$ cat config.mk
export PLATFORM = sky130hd
export DESIGN_NAME = aurora_20g_chk_ctrl
export DESIGN_NICKNAME = d
export VERILOG_FILES = /design/src/rtl/aurora_20g_chk_ctrl.sv
export SDC_FILE = /design/constraint.sdc
export NUM_CORES = 1
export LEC_CHECK = 0
export ABC_AREA = 1
export CAP_MARGIN = 20
export CELL_PAD_IN_SITES_DETAIL_PLACEMENT = 0
export CELL_PAD_IN_SITES_GLOBAL_PLACEMENT = 1
export CORE_MARGIN = 4
export CORE_UTILIZATION = 38
export DETAILED_ROUTE_END_ITERATION = 7
export PLACE_DENSITY = 0.78
export SLEW_MARGIN = 20
export SYNTH_ARGS = -nofsm -noshare
export SYNTH_HDL_FRONTEND = slang
export SYNTH_SLANG_ARGS = --single-unit
$ cat constraint.sdc
create_clock -name clk -period 2.8 [get_ports clk]
set_input_delay 0.56 -clock clk [delete_from_list [all_inputs] [get_ports clk]]
set_output_delay 0.56 -clock clk [all_outputs]
set_load 0.01 [all_outputs]
$ cat src/rtl/aurora_20g_chk_ctrl.sv
// Run sequencer for the 20G Aurora ADC pattern checker: clear, settle, gated
// capture window with timeout, then grade the run and keep saturating stats.
module aurora_20g_chk_ctrl #(
  parameter int unsigned CLR_CYC    = 4,
  parameter int unsigned SETTLE_CYC = 16,
  parameter int unsigned STAT_WD    = 16
) (
  input  logic               clk,
  input  logic               rst,
  input  logic               start,
  input  logic               abort,
  input  logic               loop_en,
  input  logic               clr_stats,
  input  logic [31:0]        win_len,
  input  logic [31:0]        timeout,
  input  logic [31:0]        err_thr,
  input  logic               adc_vld,
  input  logic [31:0]        suc_cnt,
  input  logic [31:0]        err_cnt,
  output logic               chk_rst,
  output logic               chk_vld,
  output logic               busy,
  output logic               done,
  output logic               pass,
  output logic               to_flag,
  output logic [31:0]        last_suc,
  output logic [31:0]        last_err,
  output logic [STAT_WD-1:0] run_cnt,
  output logic [STAT_WD-1:0] fail_cnt
);

  typedef enum logic [2:0] {
    ST_IDLE,
    ST_CLR,
    ST_SETTLE,
    ST_RUN,
    ST_EVAL,
    ST_DONE
  } state_t;

  localparam logic [31:0]        CLR_LAST    = 32'(CLR_CYC - 1);
  localparam logic [31:0]        SETTLE_LAST = 32'(SETTLE_CYC - 1);
  localparam logic [STAT_WD-1:0] STAT_ONE    = STAT_WD'(1);

  state_t             state_q, state_d;
  logic [31:0]        cyc_q, cyc_d;
  logic [31:0]        beat_q, beat_d;
  logic [31:0]        win_len_q, win_len_d;
  logic [31:0]        timeout_q, timeout_d;
  logic [31:0]        err_thr_q, err_thr_d;
  logic               to_int_q, to_int_d;
  logic               pass_q, pass_d;
  logic               to_flag_q, to_flag_d;
  logic [31:0]        last_suc_q, last_suc_d;
  logic [31:0]        last_err_q, last_err_d;
  logic [STAT_WD-1:0] run_cnt_q, run_cnt_d;
  logic [STAT_WD-1:0] fail_cnt_q, fail_cnt_d;

  logic               abort_act;
  logic [32:0]        sum_33;

  assign abort_act = abort && (state_q != ST_IDLE);
  assign sum_33    = {1'b0, suc_cnt} + {1'b0, err_cnt};

  always_comb begin
    state_d    = state_q;
    cyc_d      = cyc_q;
    beat_d     = beat_q;
    win_len_d  = win_len_q;
    timeout_d  = timeout_q;
    err_thr_d  = err_thr_q;
    to_int_d   = to_int_q;
    pass_d     = pass_q;
    to_flag_d  = to_flag_q;
    last_suc_d = last_suc_q;
    last_err_d = last_err_q;
    run_cnt_d  = run_cnt_q;
    fail_cnt_d = fail_cnt_q;

    // Abort leaves results and statistics untouched; only the state collapses.
    if (abort_act) begin
      state_d = ST_IDLE;
    end else begin
      case (state_q)
        ST_IDLE: begin
          if (start && (win_len != 32'd0)) begin
            state_d   = ST_CLR;
            cyc_d     = 32'd0;
            win_len_d = win_len;
            timeout_d = timeout;
            err_thr_d = err_thr;
          end
        end
        ST_CLR: begin
          if (cyc_q == CLR_LAST) begin
            state_d = ST_SETTLE;
            cyc_d   = 32'd0;
          end else begin
            cyc_d = cyc_q + 32'd1;
          end
        end
        ST_SETTLE: begin
          if (cyc_q == SETTLE_LAST) begin
            state_d = ST_RUN;
            cyc_d   = 32'd0;
            beat_d  = 32'd0;
          end else begin
            cyc_d = cyc_q + 32'd1;
          end
        end
        ST_RUN: begin
          cyc_d = cyc_q + 32'd1;
          if (adc_vld) begin
            beat_d = beat_q + 32'd1;
          end
          // A final beat landing on the timeout cycle still counts as a full window.
          if (adc_vld && (beat_q + 32'd1 == win_len_q)) begin
            state_d  = ST_EVAL;
            cyc_d    = 32'd0;
            to_int_d = 1'b0;
          end else if ((timeout_q != 32'd0) && (cyc_q == timeout_q - 32'd1)) begin
            state_d  = ST_EVAL;
            cyc_d    = 32'd0;
            to_int_d = 1'b1;
          end
        end
        ST_EVAL: begin
          if (cyc_q == 32'd1) begin
            state_d    = ST_DONE;
            last_suc_d = suc_cnt;
            last_err_d = err_cnt;
            to_flag_d  = to_int_q;
            pass_d     = !to_int_q && (err_cnt <= err_thr_q) && (sum_33 == {1'b0, win_len_q});
          end else begin
            cyc_d = cyc_q + 32'd1;
          end
        end
        ST_DONE: begin
          if (run_cnt_q != '1) begin
            run_cnt_d = run_cnt_q + STAT_ONE;
          end
          if (!pass_q && (fail_cnt_q != '1)) begin
            fail_cnt_d = fail_cnt_q + STAT_ONE;
          end
          if (loop_en) begin
            state_d   = ST_CLR;
            cyc_d     = 32'd0;
            win_len_d = win_len;
            timeout_d = timeout;
            err_thr_d = err_thr;
          end else begin
            state_d = ST_IDLE;
          end
        end
        default: state_d = ST_IDLE;
      endcase
    end

    if (clr_stats) begin
      run_cnt_d  = '0;
      fail_cnt_d = '0;
    end
  end

  always_ff @(posedge clk) begin
    if (rst) begin
      state_q    <= ST_IDLE;
      cyc_q      <= '0;
      beat_q     <= '0;
      win_len_q  <= '0;
      timeout_q  <= '0;
      err_thr_q  <= '0;
      to_int_q   <= 1'b0;
      pass_q     <= 1'b0;
      to_flag_q  <= 1'b0;
      last_suc_q <= '0;
      last_err_q <= '0;
      run_cnt_q  <= '0;
      fail_cnt_q <= '0;
    end else begin
      state_q    <= state_d;
      cyc_q      <= cyc_d;
      beat_q     <= beat_d;
      win_len_q  <= win_len_d;
      timeout_q  <= timeout_d;
      err_thr_q  <= err_thr_d;
      to_int_q   <= to_int_d;
      pass_q     <= pass_d;
      to_flag_q  <= to_flag_d;
      last_suc_q <= last_suc_d;
      last_err_q <= last_err_d;
      run_cnt_q  <= run_cnt_d;
      fail_cnt_q <= fail_cnt_d;
    end
  end

  assign chk_rst  = rst || (state_q == ST_CLR) || abort_act;
  assign chk_vld  = adc_vld && (state_q == ST_RUN);
  assign busy     = (state_q != ST_IDLE);
  assign done     = (state_q == ST_DONE) && !abort;
  assign pass     = pass_q;
  assign to_flag  = to_flag_q;
  assign last_suc = last_suc_q;
  assign last_err = last_err_q;
  assign run_cnt  = run_cnt_q;
  assign fail_cnt = fail_cnt_q;

endmodule

======== Yosys cells after proc, flatten, opt, wreduce, memory -nomap -nowiden ========
Index checks and enable logic that the tools add are counted.
word-level totals
  register bits after elaboration ......... 262
  latch bits .............................. 0
  bits in writable memories ............... 0
  ROM bits ................................ 0
  memories kept ........................... 0
operators by class
  add/sub/neg operators ................... 6
  $mul .................................... 0
  div/mod/pow operators ................... 0
  magnitude comparators ................... 1
  equality and inequality tests ........... 21
  shift-type cells ........................ 0
  multiplexer cells ....................... 30
  bitwise operators ....................... 1
  reduce and logical (&&, ||, !) cells .... 32
operator list
  operator               number
  $mux 32                15
  $pmux 32 s2            4
  $pmux 32 s6            1
  $add 32x1->32 const B  2
  $eq 32x32->1           2
  $reduce_bool 32->1     2
  $add 32x32->33         1
  $eq 33x32->1           1
  $add 16x1->16 const B  2
  $eq 32x1->1 const B    1
  $eq 32x2->1 const B    1
  $eq 32x4->1 const B    1
  $le 32x32->1           1
  $ne 16x16->1 const B   2
  $sub 32x1->32 const B  1
  $mux 3                 6
  $pmux 3 s6             1
  $ne 2x2->1 const B     7
  $reduce_and 3->1       4
  $reduce_and 5->1       2
  $logic_and 1x1->1      9
  $reduce_and 4->1       2
  $eq 3x2->1 const B     2
  $eq 3x3->1 const B     2
  other kinds (11)       19

======== Longest topological paths before layout ========
Gate-level depths: netlist of run 1.
  word-level depth ........................ 6
  gate-level depth with buffers ........... 22
  gate-level depth less buffers ........... 22

======== Worst setup path before layout of run 1 ========
Ideal clock, no wire load.
  path type ............................... input-to-reg
  from .................................... input port suc_cnt[0]
  to ...................................... register pass_q (netlist: pass)
  arrival ................................. 2.328 ns
  required time ........................... 2.729 ns
  slack ................................... 0.401 ns
  cell stages on the path ................. 16
  buffers on the path ..................... 0
  cells stage by stage .................... ha_1 > fa_1 > nand3_1 > nand2_1 > nand2_1 > nand2_1 > nand2_1 > nand2_1 > a21oi_1 > xor2_1 > nand2_1 > nor2_1 > nand2_1 > nor2_1 > nand3_1 > a21oi_1
between the ends
  longest elaborated chain between the ends .. 3
ends and longest elaborated chain
  what                    RTL line  text
  start: declaration      18        input logic [31:0] suc_cnt,
  $add 32x32->33          63        assign sum_33 = {1'b0, suc_cnt} + {1'b0, err_cnt};
  $eq 33x32->1            133       pass_d = !to_int_q && (err_cnt <= err_thr_q) && (sum_33 == {1'b0, win_len_q});
  $logic_and 1x1->1       133
  end signal: assignment  188       pass_q <= pass_d;
  end: declaration        52        logic pass_q, pass_d;
Every way passes these cells.
A chain may end at the register's enable or synchronous reset.

======== Worst setup path in the final report of run 1 ========
  from .................................... register state_q[2]
  to ...................................... output port done
between the ends
  longest elaborated chain between the ends .. 2
ends and longest elaborated chain
  what                      RTL line  text
  start: declaration        45        state_t state_q, state_d;
  start signal: assignment  181       state_q <= state_d;
  $eq 3x3->1                200       assign done = (state_q == ST_DONE) && !abort;
  $logic_and 1x1->1         200
  end: declaration          23        output logic done,
Every way passes these cells.

==> out/metrics.yaml, run 1 <==
grt_pass1_wl_mm: 95.1
p_sw_share_pct: 40.2
root_buffer: "clkbuf_16"
comb_power_share_pct: 45.9
dp_hpwl_mm: 50.0
timing.critical_path.from_type: "register"
min_period_ns: 2.70
fillers: 4425
ys_seq_area_share_pct: 30.9
yosysWarnings: 0
synth_area_um2: 17000
p_switching_w: 0.00728
avgSynthCellArea_um2: 6.43
cpMaxStageDelayCell: "clkdlybuf4s50_1"
max_clock_freq_mhz: 370
path_delay_family: "buffers and inverters"
hold_viol: 0
yosys_register_bits: 262
syn_to_final_growth_pct: 37.0
maxSlewViolCount: 0
regArea_um2: 5250
synth_edf_count: 0
synth_simple_gate_area_share_pct: 29.9
path_class: "reg -> out"
status: "finished, final reports clean"
postRouteAntennaNets: 0
rows: 77
synth.distinct_cells: 53
syn_nets: 2876
final_cell_count_no_fill: 3698
path_buf_inv: 4
overflow: 0
routed_wl_mm: 62.6
multi_input_area_um2: 10100
synthCells: 2638
timing.final.crit_share_pct: 96.5
drc: 0
synth_top_family_by_area: "simple AND/OR/NAND/NOR gates"
antenna_found_initial: 0
start_util_pct: 38.4
clockBufferDepth: 3
clk_latency_ns: 0.59
end_kind: "primary output"
cts_tree: "yes"
die_y_um: 219
gp_routability_congestion: 0.915
clock_skew_ns: 0.0107
ioPinCount: 269
setup_viol: 0
htreeDepth: 1
drive_gt1_share_pct: 12.4
yosys.area_share.adder_pct: 5.28
drv_cap: 0
cp_max_fo: 5
cpPeakStageDelay_ns: 0.53
ys_async_sr_fraction_pct: 0
clkPwrFrac_pct: 25.9
ctsHoldBuffers: 0
coreArea_um2: 44200
power.internal_w: 0.0108
drt-initial-drc-count: 1368
die_area_um2: 48100
vias: 18400
wire_per_inst_um: 16.9
cts.reportedPaths.clkPinSlew_ns: 0.06
firstDrtPassIters: 6
grt_max_degree: 172
ir_drop_v: 0.000585
die_width_um: 219
min_path_type: "in -> reg"
p_leak_nw: 9.60
synthXorXnorAreaFrac_pct: 4.88
crit_arrival_ns: 2.14
grt_pass1_vias: 17300
dp_cells: 3632
synth_flop_cell: "dfxtp_1"
synth_compound_area_share_pct: 18.8
fin_setup_tns_ns: 0
final_nets: 3319
clkSinkCount: 262
muxShareOfSynthArea_pct: 0
whs_ns: 0.439
tightest_slew_ns: 0.663
grtUsageTotal_pct: 24.8
viasPerCell: 4.99
cts_made_buffers: 31
p_per_area_nw_per_um2: 778
crit_path_cell_trace: "inv_2, nor3_1, inv_1, nor2_2, buf_12, clkdlybuf4s50_1"
io_buffer_count: 268
fin_util_pct: 52.6
required_ns: 2.24
max_slew_margin_pct: 55.8
seqPwrFrac_pct: 28.2
area by class of cell:
type	instances	share of cell area, %
Antenna cell	1	0.0108
Clock buffer	41	3.80
Clock inverter	16	1.29
Inverter	372	6.02
Multi-Input combinational cell	1917	43.6
Sequential cell	262	22.6
Tap cell	592	3.19
Timing Repair Buffer	497	19.6
registers in the layout, indices dropped and copies added, names as in the netlist:
register / count
beat_q: 32
cyc_q: 32
err_thr_q: 32
fail_cnt: 16
last_err: 32
last_suc: 32
pass: 1
run_cnt: 16
state_q: 3
timeout_q: 32
to_flag: 1
to_int_q: 1
win_len_q: 32
power by group through the flow:
stage          sequential (W)  clock (W)  combinational (W)
2_1_floorplan         0.00491          0            0.00496
3_3_place_gp          0.00513          0            0.00783
3_5_place_dp          0.00514          0            0.00794
4_1_cts               0.00507    0.00480            0.00800
5_1_grt               0.00516    0.00493            0.00929
6_report              0.00509    0.00469            0.00831
worst paths after layout:
| kind | cells after the start | slack, ns | from | endpoint |
|---|---|---|---|---|
| worst max-delay path | 6 | 0.1 | state_q[2]$_SDFFE_PP0P_ | done |
| worst min-delay path | 3 | 0.44 | err_cnt[0] | last_err[0]$_SDFFE_PP0P_ |
| worst max register to register | 21 | 0.22 | beat_q[1]$_SDFFE_PP0P_ | cyc_q[5]$_SDFFE_PP0P_ |
| worst min register to register | 2 | 0.44 | last_suc[8]$_SDFFE_PP0P_ | last_suc[8]$_SDFFE_PP0P_ |
logic make-up (layout without fill, tap and decap cells):
kind of cell | count (synthesis) | after routing
flops | 262 | 262
compound gates | 591 | 591
other cells | 0 | 1
xor+xnor | 85 | 85
simple gates | 1170 | 1170
buf+inv | 459 | 926
fa+ha+maj | 71 | 71
cell usage in the layout (no fill, tap or decap), drive strengths merged, types with 2 or more instances in the layout:
cell and n:
nand3 142, nor3 33, nor2 280, o211a 3
bufinv 8, xnor3 5, a21boi 3, dlymetal6s2s 3
a21oi 297, nand2 619, o21a 8, xnor2 32
nand3b 19, clkbuf 42, o211ai 4, nor4 22
xor2 47, a21o 8, and3 3, clkinvlp 2
clkinv 5, nor3b 6, a211oi 17, dfxtp 262
a31oi 15, inv 373, o21ai 223, nand4 37
ha 70, o31ai 2, and2 4, buf 229
or2 5, clkdlybuf4s50 264, o21bai 7
worst min-delay path: stages:
cell	delay (ns)
dlymetal6s2s_1	0.19
o21ai_0	0.18
a21oi_1	0.05
cell usage after synthesis (5+ instances only):
| cell | instances | area share [%] |
|---|---|---|
| inv_2 | 10 | 0.22 |
| dfxtp_1 | 262 | 31 |
| a31oi_1 | 15 | 0.55 |
| nor3b_1 | 6 | 0.27 |
| xnor3_1 | 5 | 0.66 |
| nor2_4 | 6 | 0.40 |
| nand3b_1 | 19 | 0.84 |
| a21oi_2 | 10 | 0.52 |
| a21oi_1 | 287 | 8.5 |
| a211oi_1 | 17 | 0.75 |
| xor2_1 | 47 | 2.4 |
| or2_2 | 5 | 0.18 |
| ha_1 | 70 | 5.2 |
| nand4_1 | 37 | 1.4 |
| nor4_1 | 21 | 0.77 |
| nand2_2 | 19 | 0.70 |
| o21a_1 | 8 | 0.35 |
| o21ai_0 | 219 | 6.5 |
| nor2_1 | 266 | 5.9 |
| nor2_2 | 6 | 0.22 |
| inv_1 | 361 | 8.0 |
| clkbuf_1 | 78 | 1.7 |
| o21bai_1 | 5 | 0.22 |
| xnor2_1 | 32 | 1.7 |
| a21o_1 | 8 | 0.35 |
| nand2_1 | 599 | 13 |
| nand3_1 | 140 | 4.1 |
| nor3_1 | 30 | 0.88 |
metal layers:
metal | vias to the layer above | GRT usage, % | wire length (um)
li1 | 9503 | - | -
met1 | 8420 | 36.2 | 30600
met2 | 446 | 38.9 | 26900
met3 | 79 | 3.14 | 3680
met4 | 0 | 5.98 | 1450
met5 | - | 0 | 0
what timing repair did:
item | CTS | global route
pin swaps | 0 | 11
endpoints found under the setup margin | 20 | 40
gates cloned | 0 | 1
resized for setup | 4 | 44
buffers inserted | 0 | 7
stage by stage:
step / worst slack (ns) / power [W] / area, um^2
5_1_grt: -0.0134 / 0.0194 / 23200
3_5_place_dp: -0.435 / 0.0131 / 21800
3_3_place_gp: -0.392 / 0.0130 / 21800
4_1_cts: 0.00579 / 0.0179 / 23000
2_1_floorplan: 0.401 / 0.00987 / 17000
6_report: 0.0981 / 0.0181 / 23200
Power figures use the tool's default switching activity.
==> run 2, diff against run 1 <==
--- a/config.mk
+++ b/config.mk
@@ -13,7 +13,7 @@
 export CORE_UTILIZATION = 38
 export DETAILED_ROUTE_END_ITERATION = 7
 export PLACE_DENSITY = 0.78
-export SLEW_MARGIN = 20
+export SLEW_MARGIN = 5
 export SYNTH_ARGS = -nofsm -noshare
 export SYNTH_HDL_FRONTEND = slang
 export SYNTH_SLANG_ARGS = --single-unit
==> results of run 2 <==
No change in the layout: final DEF, timing and power equal those of run 1.
==> run 3, diff against run 2 <==
--- a/config.mk
+++ b/config.mk
@@ -9,7 +9,7 @@
 export CAP_MARGIN = 20
 export CELL_PAD_IN_SITES_DETAIL_PLACEMENT = 0
 export CELL_PAD_IN_SITES_GLOBAL_PLACEMENT = 1
-export CORE_MARGIN = 4
+export CORE_MARGIN = 2
 export CORE_UTILIZATION = 38
 export DETAILED_ROUTE_END_ITERATION = 7
 export PLACE_DENSITY = 0.78
==> run 3 against run 2 <==
Compared with the run above:
- hold slack lost 0.019 ns
- cell area fell by 0.19%
- clock skew rose by 0.0095 ns
- sequential power barely moved
- flip-flop and latch count stayed put
- critical path depth stayed put
- routed wire length about the same
- largest cell class unchanged
==> out/metrics.yaml, run 3 (synthesized netlist as in run 1, its figures left out) <==
status: "finished, final reports clean"
cpPeakStageDelay_ns: 0.53
grt_pass1_vias: 17400
vias: 18700
ioPinCount: 269
grt_util_met3_pct: 2.42
fin_setup_tns_ns: 0
timing.final.crit_share_pct: 95.8
drive_gt1_share_pct: 12.3
tightest_slew_ns: 0.562
cts.reportedPaths.clkPinSlew_ns: 0.06
maxSlewViolCount: 0
setup_viol: 0
dp_cells: 3633
syn_to_final_growth_pct: 36.7
clkSinkCount: 262
clock_skew_ns: 0.0202
die_area_um2: 46400
clockBufferDepth: 3
min_path_type: "in -> reg"
path_delay_family: "buffers and inverters"
clk_latency_ns: 0.60
whs_ns: 0.420
crit_arrival_ns: 2.12
final_cell_count_no_fill: 3698
drc: 0
root_buffer: "clkbuf_16"
required_ns: 2.24
timing.critical_path.from_type: "register"
mostFrequentLayoutCell: "nand2_1"
cts_tree: "yes"
min_to: "last_err[0]$_SDFFE_PP0P_"
dp_hpwl_mm: 50.3
gp_routability_congestion: 0.917
firstDrtPassIters: 5
final_cell_mix: "nand2_1, inv_1, a21oi_1"
ir_drop_v: 0.000779
wire_per_inst_um: 16.9
rsz0062_at_grt: "true"
worstReg2RegEnd: "cyc_q[9]$_SDFFE_PP0P_"
reg2reg_slack_ns: 0.16
routed_wl_mm: 62.6
fin_util_pct: 52.6
p_leak_nw: 9.57
overflow: 0
cp_max_fo: 5
grtUsageTotal_pct: 26.0
start_util_pct: 38.5
final_nets: 3320
hold_viol: 0
grt_max_degree: 66
path_class: "reg -> out"
holdPathStages: 3
drv_cap: 0
reg2reg_depth: 21
reg2reg_from: "beat_q[0]$_SDFFE_PP0P_"
rows: 77
end_kind: "primary output"
top_usage_layer: "met2"
min_period_ns: 2.68
cts_made_buffers: 31
drt-initial-drc-count: 1384
grt_pass1_wl_mm: 96.2
die_width_um: 215
htreeDepth: 1
p_per_area_nw_per_um2: 770
use_met2_pct: 40.9
coreArea_um2: 44100
dpl_cell_area_um2: 21900
cpMaxStageDelayCell: "clkdlybuf4s50_1"
fin_area_um2: 23200
max_clock_freq_mhz: 373
postRouteAntennaNets: 0
path_buf_inv: 4
io_buffer_count: 268
die_y_um: 215
hold_start: "err_cnt[0]"
crit_path_cell_trace: "inv_2, nor3_1, inv_1, nor2_2, buf_12, clkdlybuf4s50_1"
antenna_found_initial: 1
grt_util_met1_pct: 38.1
viasPerCell: 5.05
max_slew_margin_pct: 62.5
[run 3: cell count changes in the layout (fill, tap and decap cells not counted), moves of 2 or more]
cell,previous run,this run
bufinv_16,8,6
buf_4,218,216
buf_12,10,12
nor2_1,250,258
nand2_2,21,23
nand2_1,596,594
nor2_2,17,10
o21ai_1,6,4
[run 3: worst max-delay path by stage]
stage | startpoint | cells past startpoint | slack, ns | to
2_1_floorplan | suc_cnt[0] | 16 | 0.40 | pass$_SDFFE_PP0P_
3_3_place_gp | win_len[1] | 12 | -0.37 | win_len_q[15]$_SDFFE_PP0P_
3_5_place_dp | err_cnt[0] | 17 | -0.41 | pass$_SDFFE_PP0P_
4_1_cts | timeout_q[1]$_SDFFE_PP0P_ | 18 | 0.007 | cyc_q[9]$_SDFFE_PP0P_
5_1_grt | beat_q[0]$_SDFFE_PP0P_ | 19 | -0.04 | cyc_q[9]$_SDFFE_PP0P_
6_report | state_q[2]$_SDFFE_PP0P_ | 6 | 0.12 | done
[run 3: layer usage]
metal  share of wire (%)  wire [um]
met3                 5.5       3430
met5                   0          0
met1                  49      30600
met2                  43      27100
met4                 2.3       1470
[run 3: per-stage QoR]
stage	setup WS [ns]	power, W
CTS	0.00677	0.0176
detailed placement	-0.411	0.0130
floorplan	0.401	0.00987
global placement	-0.367	0.0129
global route	-0.0404	0.0191
finish	0.118	0.0179
[run 3: worst reg2reg max path, stage by stage, from the launching register on]
cell,delay [ns]
dfxtp_1,0.33
ha_2,0.20
nand2_2,0.11
nor2_8,0.22
nand2_4,0.10
nand2_2,0.09
nand2_2,0.07
nand2_1,0.06
nand2_1,0.05
inv_1,0.04
nand2_1,0.06
nor2_2,0.15
nand2_1,0.10
nor2_1,0.11
nand2_1,0.07
nor2_1,0.12
nand2_2,0.11
nand3_4,0.12
nand2_8,0.11
buf_12,0.17
nand2_1,0.06
a21oi_1,0.06
[run 3: timing repair]
action / CTS / global route
resized for setup: 3 / 36
setup buffers: 0 / 6
endpoints found under the setup margin: 24 / 40
hold endpoints to repair: 0 / 0
gates cloned: 0 / 2
hold buffers: 0 / 0
pin swaps: 0 / 11
[run 3: cell type report]
type / instances / area (um^2)
repair buffers: 498 / 4580
diodes: 2 / 5.00
fillers: 4525 / 20900
multi-input cells: 1917 / 10100
flip-flops and latches: 262 / 5250
clock inverters: 16 / 260
well taps: 592 / 741
inverters: 372 / 1400
clock buffers: 39 / 866
[run 3: where the power goes]
group	internal, W	total, W	switching, W
Combinational	0.00341	0.00827	0.00485
Sequential	0.00443	0.00511	0.000684
Clock	0.00274	0.00449	0.00175
Total	0.0106	0.0179	0.00729
